File: config.mk
export PLATFORM = sky130hd
export DESIGN_NAME = seq_detector_param_flat
export DESIGN_NICKNAME = d
export VERILOG_FILES = /design/src/rtl/seq_detector_param_if.sv /design/src/rtl/seq_detector_param.sv /design/src/flat_wrapper.sv
export SDC_FILE = /design/constraint.sdc
export NUM_CORES = 1
export LEC_CHECK = 0
export ABC_AREA = 1
export CAP_MARGIN = 20
export CORE_MARGIN = 1
export CORE_UTILIZATION = 25
export DETAILED_ROUTE_END_ITERATION = 8
export HOLD_SLACK_MARGIN = 0.03
export PLACE_DENSITY = 0.53
export REMOVE_ABC_BUFFERS = 1
export SETUP_SLACK_MARGIN = 0.15
export SYNTH_ARGS = -nofsm -noshare
export SYNTH_HDL_FRONTEND = slang
export SYNTH_SLANG_ARGS = --single-unit
export TNS_END_PERCENT = 100
File: constraint.sdc
create_clock -name clk -period 4.3 [get_ports clk]
set_clock_uncertainty 0.05 [all_clocks]
set_input_delay 1.29 -clock clk [delete_from_list [all_inputs] [get_ports clk]]
set_output_delay 1.29 -clock clk [all_outputs]
set_load 0.02 [all_outputs]
File: src/rtl/seq_detector_param_if.sv
// Bit-stream, control and status bundle for the parametrised serial pattern detector.
// The master drives the serial bit and controls; the slave (detector) returns match status.
interface seq_detector_param_if #(
  parameter int PAT_W = 4,
  parameter int CNT_W = 8
);
  logic             en;
  logic             din;
  logic [PAT_W-1:0] pattern;
  logic             load;
  logic             overlap;
  logic             cnt_clr;
  logic             dout;
  logic [CNT_W-1:0] match_cnt;
  logic             cnt_sat;

  modport master (
    output en, din, pattern, load, overlap, cnt_clr,
    input  dout, match_cnt, cnt_sat
  );

  modport slave (
    input  en, din, pattern, load, overlap, cnt_clr,
    output dout, match_cnt, cnt_sat
  );
endinterface

File: src/rtl/seq_detector_param.sv
// Moore detector for a runtime-loadable PAT_W-bit serial pattern (MSB first),
// with overlap/non-overlap modes, bit-valid gating and a saturating match counter.
module seq_detector_param #(
  parameter int               PAT_W   = 4,
  parameter logic [PAT_W-1:0] PAT_RST = PAT_W'(4'b1101),
  parameter int               CNT_W   = 8
) (
  input  logic                 clk,
  input  logic                 clr_n,
  seq_detector_param_if.slave  bus
);

  localparam int               FILL_W   = $clog2(PAT_W + 1);
  localparam logic [FILL_W-1:0] FILL_MAX = FILL_W'(PAT_W);
  localparam logic [FILL_W-1:0] FILL_ONE = {{(FILL_W-1){1'b0}}, 1'b1};
  localparam logic [CNT_W-1:0]  CNT_ONE  = {{(CNT_W-1){1'b0}}, 1'b1};

  logic [PAT_W-1:0]  pat_r;
  logic [PAT_W-1:0]  hist_r;
  logic [FILL_W-1:0] fill_r;
  logic              dout_r;
  logic [CNT_W-1:0]  cnt_r;
  logic              sat_r;

  logic [PAT_W-1:0]  hist_n_s;
  logic [FILL_W-1:0] fill_inc_s;
  logic              match_s;
  logic [CNT_W-1:0]  cnt_n_s;

  // next history, saturating fill count and match decision for this edge
  always_comb begin
    hist_n_s = {hist_r[PAT_W-2:0], bus.din};
    if (fill_r == FILL_MAX) begin
      fill_inc_s = FILL_MAX;
    end else begin
      fill_inc_s = fill_r + FILL_ONE;
    end
    match_s = bus.en && !bus.load && (fill_inc_s == FILL_MAX) && (hist_n_s == pat_r);
  end

  // next counter value; a match coinciding with cnt_clr still counts once
  always_comb begin
    cnt_n_s = cnt_r;
    if (bus.cnt_clr) begin
      cnt_n_s = match_s ? CNT_ONE : {CNT_W{1'b0}};
    end else if (match_s && !(&cnt_r)) begin
      cnt_n_s = cnt_r + CNT_ONE;
    end else begin
      cnt_n_s = cnt_r;
    end
  end

  // pattern, history and match pulse; load restarts detection and wins over en
  always_ff @(posedge clk or negedge clr_n) begin
    if (!clr_n) begin
      pat_r  <= PAT_RST;
      hist_r <= {PAT_W{1'b0}};
      fill_r <= {FILL_W{1'b0}};
      dout_r <= 1'b0;
    end else if (bus.load) begin
      pat_r  <= bus.pattern;
      hist_r <= {PAT_W{1'b0}};
      fill_r <= {FILL_W{1'b0}};
      dout_r <= 1'b0;
    end else if (bus.en) begin
      hist_r <= hist_n_s;
      dout_r <= match_s;
      if (match_s) begin
        fill_r <= bus.overlap ? FILL_MAX : {FILL_W{1'b0}};
      end else begin
        fill_r <= fill_inc_s;
      end
    end else begin
      dout_r <= 1'b0;
    end
  end

  // match counter and its saturation flag move together
  always_ff @(posedge clk or negedge clr_n) begin
    if (!clr_n) begin
      cnt_r <= {CNT_W{1'b0}};
      sat_r <= 1'b0;
    end else begin
      cnt_r <= cnt_n_s;
      sat_r <= &cnt_n_s;
    end
  end

  assign bus.dout      = dout_r;
  assign bus.match_cnt = cnt_r;
  assign bus.cnt_sat   = sat_r;

endmodule

File: src/flat_wrapper.sv
// flat-port wrapper written by rule: the top's interface ports become plain ports
module seq_detector_param_flat 
#(
  parameter int               PAT_W   = 4,
  parameter logic [PAT_W-1:0] PAT_RST = PAT_W'(4'b1101),
  parameter int               CNT_W   = 8
)
  (clk, clr_n, bus_en, bus_din, bus_pattern, bus_load, bus_overlap, bus_cnt_clr, bus_dout, bus_match_cnt, bus_cnt_sat);
  seq_detector_param_if #(.PAT_W(PAT_W), .CNT_W(CNT_W)) bus_i ();
  input  logic clk;
  input  logic clr_n;
  input wire logic [$bits(bus_i.en)-1:0] bus_en;
  input wire logic [$bits(bus_i.din)-1:0] bus_din;
  input wire logic [$bits(bus_i.pattern)-1:0] bus_pattern;
  input wire logic [$bits(bus_i.load)-1:0] bus_load;
  input wire logic [$bits(bus_i.overlap)-1:0] bus_overlap;
  input wire logic [$bits(bus_i.cnt_clr)-1:0] bus_cnt_clr;
  output wire logic [$bits(bus_i.dout)-1:0] bus_dout;
  output wire logic [$bits(bus_i.match_cnt)-1:0] bus_match_cnt;
  output wire logic [$bits(bus_i.cnt_sat)-1:0] bus_cnt_sat;
  assign bus_i.en = bus_en;
  assign bus_i.din = bus_din;
  assign bus_i.pattern = bus_pattern;
  assign bus_i.load = bus_load;
  assign bus_i.overlap = bus_overlap;
  assign bus_i.cnt_clr = bus_cnt_clr;
  assign bus_dout = bus_i.dout;
  assign bus_match_cnt = bus_i.match_cnt;
  assign bus_cnt_sat = bus_i.cnt_sat;
  seq_detector_param #(.PAT_W(PAT_W), .PAT_RST(PAT_RST), .CNT_W(CNT_W)) u_core (.clk(clk), .clr_n(clr_n), .bus(bus_i));
endmodule
## After elaboration in Yosys (flattened, before gate mapping)

Index checks and enable logic that the tools add are counted.

- Add/subtract/negate cells: 2
- Equality and inequality tests: 3
- Muxes and demuxes: 12
- Reduce and logical (&&, ||, !) cells: 9

Operators by type and width:

| kind | count |
|---|---|
| $mux W3 | 7 |
| $mux W8 | 2 |
| $reduce_and A8 Y1 | 2 |
| $add A8 B1 Y8 const B | 1 |
| $eq A3 B3 Y1 const B | 2 |
| $eq A4 B4 Y1 | 1 |
| $logic_and A1 B1 Y1 | 4 |
| $add A3 B1 Y3 const B | 1 |
| $mux W1 | 3 |
| $logic_not A1 Y1 | 2 |
| $reduce_bool A2 Y1 | 1 |

- Flip-flop bits (word level): 20
- Input port bits: 11
- Output and inout port bits: 10
- Word-level logic and storage cells: 32

## Longest topological paths before layout

Gate-level depths: netlist (run 1).

- Depth after elaboration: 9
- Mapped depth: 13

## Least setup slack after synthesis (run 1)

No wires, ideal clock.

- Path type: input to register
- From: input port bus_load
- To: register u_core.sat_r (netlist: u_core.bus.cnt_sat)
- Setup time: 0.071 ns
- Arrival time: 2.276 ns
- Required time: 4.179 ns
- Slack: 1.903 ns
- Stages on the path: 12
- Cells stage by stage: buf_6 clkinv_2 nand2_4 nor2_4 nand2_4 nor2_4 nand3_4 nand2_1 nand3_1 nor2_1 nand3_1 nor2_1

- Word-level cells in the longest chain between the ends: 8

RTL lines:

| element | line | source |
|---|---|---|
| start: declaration | flat_wrapper.sv:15 | `input wire logic [$bits(bus_i.load)-1:0] bus_load;` |
| $logic_not A1 Y1 * | seq_detector_param.sv:38 | `match_s = bus.en && !bus.load && (fill_inc_s == FILL_MAX) && (hist_n_s == pat_r);` |
| $logic_and A1 B1 Y1 * (3 in series) | seq_detector_param.sv:38 |  |
| $logic_and A1 B1 Y1 | seq_detector_param.sv:46 | `end else if (match_s && !(&cnt_r)) begin` |
| $mux W8 | seq_detector_param.sv:46 |  |
| $mux W8 * | seq_detector_param.sv:44 | `if (bus.cnt_clr) begin` |
| $reduce_and A8 Y1 * | seq_detector_param.sv:85 | `sat_r <= &cnt_n_s;` |
| end signal: assignment | seq_detector_param.sv:85 |  |
| end: declaration | seq_detector_param.sv:23 | `logic sat_r;` |

Every way passes the cells marked *; elsewhere a longest branch is shown, timed or not.
A chain may end at the register's enable or synchronous reset.

## Worst setup path after layout (run 1)

Same ends and word-level chain as after synthesis.

==> results_dict.tcl, run 1 <==
set metrics [dict create \
    critical_path.max_fanout 10 \
    startpoint_type "input pin" \
    power.density_nw_per_um2 244 \
    syn2layout_area_growth_pct 24.7 \
    die_y_microns 73.3 \
    yosys_register_bits 20 \
    grt_pass1_vias 1005 \
    synth_area_sq_um 1270 \
    clockRootBuffer "clkbuf_8" \
    overflow 0 \
    cts.sinks 20 \
    io_buffers 20 \
    clkTransAtPathRegs_ps 80 \
    io_pins 21 \
    drtIter0Drc 57 \
    leakage_nw 0.722 \
    rsz0062_at_grt "false" \
    vias_per_cell 4.17 \
    drv_slew 0 \
    r2r_end "u_core.bus.cnt_sat" \
    ant_nets 0 \
    hold_path_class "register to register" \
    crit_type "input pin to register" \
    cts_hold_buf 0 \
    rows 25 \
    hold_depth 2 \
    whs_endpoint "u_core.pat_r[0]" \
    worstPathRequired_ps 4450 \
    tns_ps 0 \
    numCtsBuffers 3 \
    wire_per_inst_microns 10.5 \
    hold_viol 0 \
    nets 206 \
    grt_use_total_pct 11.3 \
    dp_hpwl_mm 2.10 \
    ys_types 30 \
    clk_path_buf_depth 2 \
    grt_max_degree 21 \
    finalSetupViolations 0 \
    die_w_microns 73.3 \
    slew_headroom_pct 37.2 \
    num_vias 1075 \
    drc 0 \
    post_cts_buffers 0 \
    r2r_start "u_core.fill_r[0]" \
    ys_seq_area_share_pct 39.6 \
    status "finished clean" \
    antenna_found_initial 0 \
    drive_gt1_share_pct 12.0 \
    dp_cells 254 \
    period_needed_ps 2820 \
    finalWeightedCongestion 0.799 \
    clock_latency_ps 260 \
    rrSetupSlack_ps 2390 \
    die-area_sq_um 5380 \
    syn_avg_cell_area_sq_um 7.53 \
    rr_worst_depth 11 \
    first_pass_iters 5 \
    design_power_total_w 0.000387 \
    cap_violations 0 \
    cts_max_level 1 \
    synth_warnings 0 \
    hp-start "u_core.pat_r[0]" \
    end_kind "register" \
    async_flop_share_pct 100 \
    fmax_mhz 354 \
    vdd_drop_max_v 0.000109 \
    synthFlopType "dfrtp_1" \
    drt-total-wl_mm 2.71 \
    fin_cells 258 \
    worstPathArrival_ps 2970 \
    n_antenna_cell 0 \
    syn_inst 169 \
    tightest_slew_ps 939 \
    ctsResizeCount 0 \
    grt_pass1_wl_mm 4.60 \
    cts_tree "built" \
    core_area_sq_um 4820 \
    initial_core_util_pct 26.4 \
    synth_edf_count 0 \
    fin_crit_sh_pct 65.7 \
]
-- placed cells by master, fill, tap and decap left out, types with 4 or more instances in the layout --
cell             netlist  routed
inv_1                 25      25
nand2_1               50      50
nand3_1               10      10
nor2_1                13      13
clkdlybuf4s50_1        0      20
o21ai_0                4       4
nand4_1                4       4
dfrtp_1               17      17
xnor2_1                5       5
o22ai_1                6       6
-- synth_stat cells (all sizes together) (2+ instances only) --
| master | number | area (sq um) |
|---|---|---|
| a21oi | 2 | 13.8 |
| clkinv | 2 | 8.75 |
| dfrtp | 17 | 425 |
| dfstp | 3 | 78.8 |
| ha | 3 | 37.5 |
| inv | 28 | 105 |
| nand2 | 52 | 210 |
| nand3 | 13 | 87.6 |
| nand3b | 2 | 15.0 |
| nand4 | 4 | 25.0 |
| nor2 | 18 | 95.1 |
| o21ai | 7 | 38.8 |
| o22ai | 6 | 37.5 |
| xnor2 | 5 | 43.8 |
| xor2 | 2 | 17.5 |
-- critical path, cell delays in order --
cell and delay, ps:
clkdlybuf4s50_1 570, clkinv_2 120, nand2_4 80, nor2_4 120, nand2_4 80, nor2_4 100, nand3_4 120, nand2_1 80
nand3_1 80, nor2_1 130, nand3_1 90, nor2_1 100
-- metal layers --
layer | GRT usage [%] | vias to the layer above | wire length [microns]
met2 | 17.7 | 12 | 1260
met1 | 15.0 | 485 | 1380
met4 | 4.70 | 0 | 16
met5 | 0 | - | 0
met3 | 2.47 | 2 | 57
li1 | - | 576 | -
-- flip-flops by register name, summed over array words and instances, names as in the netlist --
signal	flops
u_core.bus.match_cnt	8
u_core.pat_r	4
u_core.fill_r	3
u_core.hist_r	3
u_core.bus.cnt_sat	1
u_core.bus.dout	1
-- where the power goes --
group | switching [W] | total (W) | internal [W]
Sequential | 0.00000475 | 0.000201 | 0.000196
Clock | 0.0000650 | 0.000131 | 0.0000660
Combinational | 0.0000329 | 0.0000553 | 0.0000225
-- logic make-up (layout without fill, tap and decap cells) --
family                     count (synthesis)  after routing  share of synthesized area, %
AOI/OAI and AO/OA                         15             15                          7.08
xor gates and xnor gates                   7              7                          4.82
adders and majority gates                  3              3                          2.95
and+or+nand+nor                           92             92                          35.4
DFF                                       20             20                          39.6
buffers and inverters                     32             54                          10.1
-- worst max-delay path by stage --
stage | from | to | slack, ps | depth (start not counted)
after CTS | bus_load | u_core.bus.cnt_sat | 1450 | 12
after global placement | bus_load | u_core.bus.cnt_sat | 1220 | 12
after detailed placement | bus_load | u_core.bus.cnt_sat | 1190 | 12
after floorplan | bus_load | u_core.bus.cnt_sat | 2030 | 11
after global routing | bus_load | u_core.bus.cnt_sat | 1270 | 12
final | bus_load | u_core.bus.cnt_sat | 1480 | 12
-- cell type report --
cell class              count  area (sq um)
multi-input cells         117           639
repair buffers             20           200
inverters                  30           114
fillers                   536          3230
well taps                  67          83.8
flip-flops and latches     20           504
clock buffers               4          45.0
-- metrics by stage --
step           cell area [sq um]  setup slack (ps)  hold slack, ps  utilization [%]
6_report                    1590              1480             464             32.9
5_1_grt                     1590              1270             495             32.9
4_1_cts                     1590              1450             470             32.9
3_5_place_dp                1540              1190             457             32.0
3_3_place_gp                1540              1220             461             32.0
2_1_floorplan               1260              2030             433                -
(Power assumes the default switching activity.)
==> run 2, diff against run 1 <==
- clock period: 4.3 -> 2.8 ns (I/O delays scaled with it)
==> run 2 against run 1 <==
Against the previous run:
- total power increased by 80%
- sequential cell count is the same
- largest power group unchanged
- worst setup slack got worse by 960 ps
- sequential power up 53%
- routed wire length decreased by 1.1%
- count of clock-buffer cells in the layout down 1
- hold slack worse by 3.3 ps
- core utilization up 0.86 points
==> results_dict.tcl, run 2 (synthesized netlist as in run 1, its figures left out) <==
set metrics [dict create \
    status "finished clean" \
    ctsResizeCount 0 \
    clock_power_share_pct 43.1 \
    ant_nets 0 \
    r2r_start "u_core.fill_r[0]" \
    whs_endpoint "u_core.pat_r[0]" \
    p_comb_share_pct 12.6 \
    crit_family "buffers and inverters" \
    initial_core_util_pct 26.4 \
    syn2layout_area_growth_pct 27.9 \
    cts_tree "built" \
    drc 0 \
    drtIter0Drc 69 \
    place_ws_ps 257 \
    tns_ps 0 \
    startpoint_type "register" \
    clk_path_buf_depth 2 \
    leakage_nw 0.744 \
    critical_path.max_fanout 7 \
    vdd_drop_max_v 0.000214 \
    vias_per_cell 4.19 \
    mostFrequentLayoutCells "nand2_1, inv_1, clkdlybuf4s50_1" \
    die_y_microns 73.3 \
    overflow 0 \
    tightest_slew_ps 279 \
    worst_slack_ps 521 \
    sw_frac_of_total_pct 24.0 \
    rrSetupSlack_ps 850 \
    cts_hold_buf 0 \
    fmax_mhz 439 \
    clock_latency_ps 270 \
    critical-path-max-stage-delay_ps 650 \
    clkTransAtPathRegs_ps 90 \
    finalWeightedCongestion 0.824 \
    numCtsBuffers 3 \
    wire_per_inst_microns 10.3 \
    cts_max_level 1 \
    nFillCells 528 \
    worstPathArrival_ps 1390 \
    power.density_nw_per_um2 427 \
    hp-start "u_core.pat_r[0]" \
    dp_hpwl_mm 2.05 \
    end_kind "primary output" \
    crit_type "register to primary output" \
    core_area_sq_um 4820 \
    clockRootBuffer "clkbuf_8" \
    path_buf_inv 1 \
    grt_pass1_wl_mm 4.86 \
    nets 208 \
    io_buffers 20 \
    post_cts_buffers 0 \
    p_seq_share_pct 44.4 \
    n_antenna_cell 0 \
    num_vias 1090 \
    die_w_microns 73.3 \
    crit_path_top_delay_cell "clkdlybuf4s50_1" \
    internal_power_w 0.000529 \
    rows 25 \
    fin_crit_sh_pct 81.4 \
    slew_headroom_pct 81.4 \
    drt-total-wl_mm 2.68 \
    r2r_end "u_core.bus.cnt_sat" \
    grt_use_total_pct 11.8 \
    hold_viol 0 \
    antenna_found_initial 0 \
    die-area_sq_um 5380 \
    largest_reg_flops 8 \
    worstPathRequired_ps 1910 \
    hold_depth 2 \
    period_needed_ps 2280 \
    rr_worst_depth 11 \
    io_pins 21 \
    final_common_cell "nand2_1" \
    grt_max_degree 21 \
    crit_chain "clkdlybuf4s50_1" \
    cts.sinks 20 \
    finalSetupViolations 0 \
    first_pass_iters 4 \
    p_sw_w 0.000167 \
    cap_violations 0 \
    drive_gt1_share_pct 13.5 \
    rsz0062_at_grt "false" \
    grt_pass1_vias 1084 \
    drv_slew 0 \
    hold_path_class "register to register" \
]
==> run 2: worst max-delay path by stage <==
stage                            start            endpoint  depth (start not counted)
6_report       u_core.bus.match_cnt[5]    bus_match_cnt[5]                          1
5_1_grt                        bus_din  u_core.bus.cnt_sat                         10
4_1_cts                        bus_din  u_core.bus.cnt_sat                         10
3_5_place_dp                   bus_din  u_core.bus.cnt_sat                         10
3_3_place_gp                   bus_din  u_core.bus.cnt_sat                         10
2_1_floorplan                 bus_load  u_core.bus.cnt_sat                         11
==> run 2: layout make-up <==
cell class              instances  area, sq um  share of cell area (%)
multi-input cells             117          639                    39.3
flip-flops and latches         20          504                    31.0
repair buffers                 22          215                    13.2
inverters                      30          114                    6.99
well taps                      67         83.8                    5.15
clock buffers                   3         41.3                    2.54
clock inverters                 1         30.0                    1.84
==> run 2: worst register-to-register path, cell delays in order, from the launching register on <==
cell and delay, ps:
dfrtp_1 370, inv_2 60, ha_1 320, o21ai_2 180, inv_1 120, nor2_4 130, nand3_4 130, nand2_1 90
nand3_1 80, nor2_1 150, nand3_1 100, nor2_1 100
==> run 2: metrics by stage <==
stage / utilization, % / hold slack, ps / total power [W] / instance area [sq um] / instances
after detailed placement: 32.3 / 453 / 0.000403 / 1560 / 256
after global placement: 32.3 / 454 / 0.000403 / 1560 / 256
after global routing: 33.8 / 524 / 0.000733 / 1630 / 260
after floorplan: - / 433 / 0.000365 / 1260 / 167
after CTS: 33.8 / 467 / 0.000705 / 1630 / 260
final: 33.8 / 460 / 0.000695 / 1630 / 260
==> run 2: power by group through the flow <==
| stage | sequential [W] | combinational (W) | clock, W |
|---|---|---|---|
| 2_1_floorplan | 0.000313 | 0.0000524 | 0 |
| 3_3_place_gp | 0.000314 | 0.0000887 | 0 |
| 3_5_place_dp | 0.000314 | 0.0000893 | 0 |
| 4_1_cts | 0.000309 | 0.0000895 | 0.000307 |
| 5_1_grt | 0.000310 | 0.000100 | 0.000322 |
| 6_report | 0.000308 | 0.0000874 | 0.000300 |
==> run 2: layer usage <==
metal | GRT usage, % | vias up | wire, microns
met1 | 15.7 | 495 | 1340
met2 | 19.2 | 11 | 1280
met3 | 1.23 | 3 | 27
met4 | 5.13 | 0 | 25
met5 | 0 | - | 0
li1 | - | 581 | -
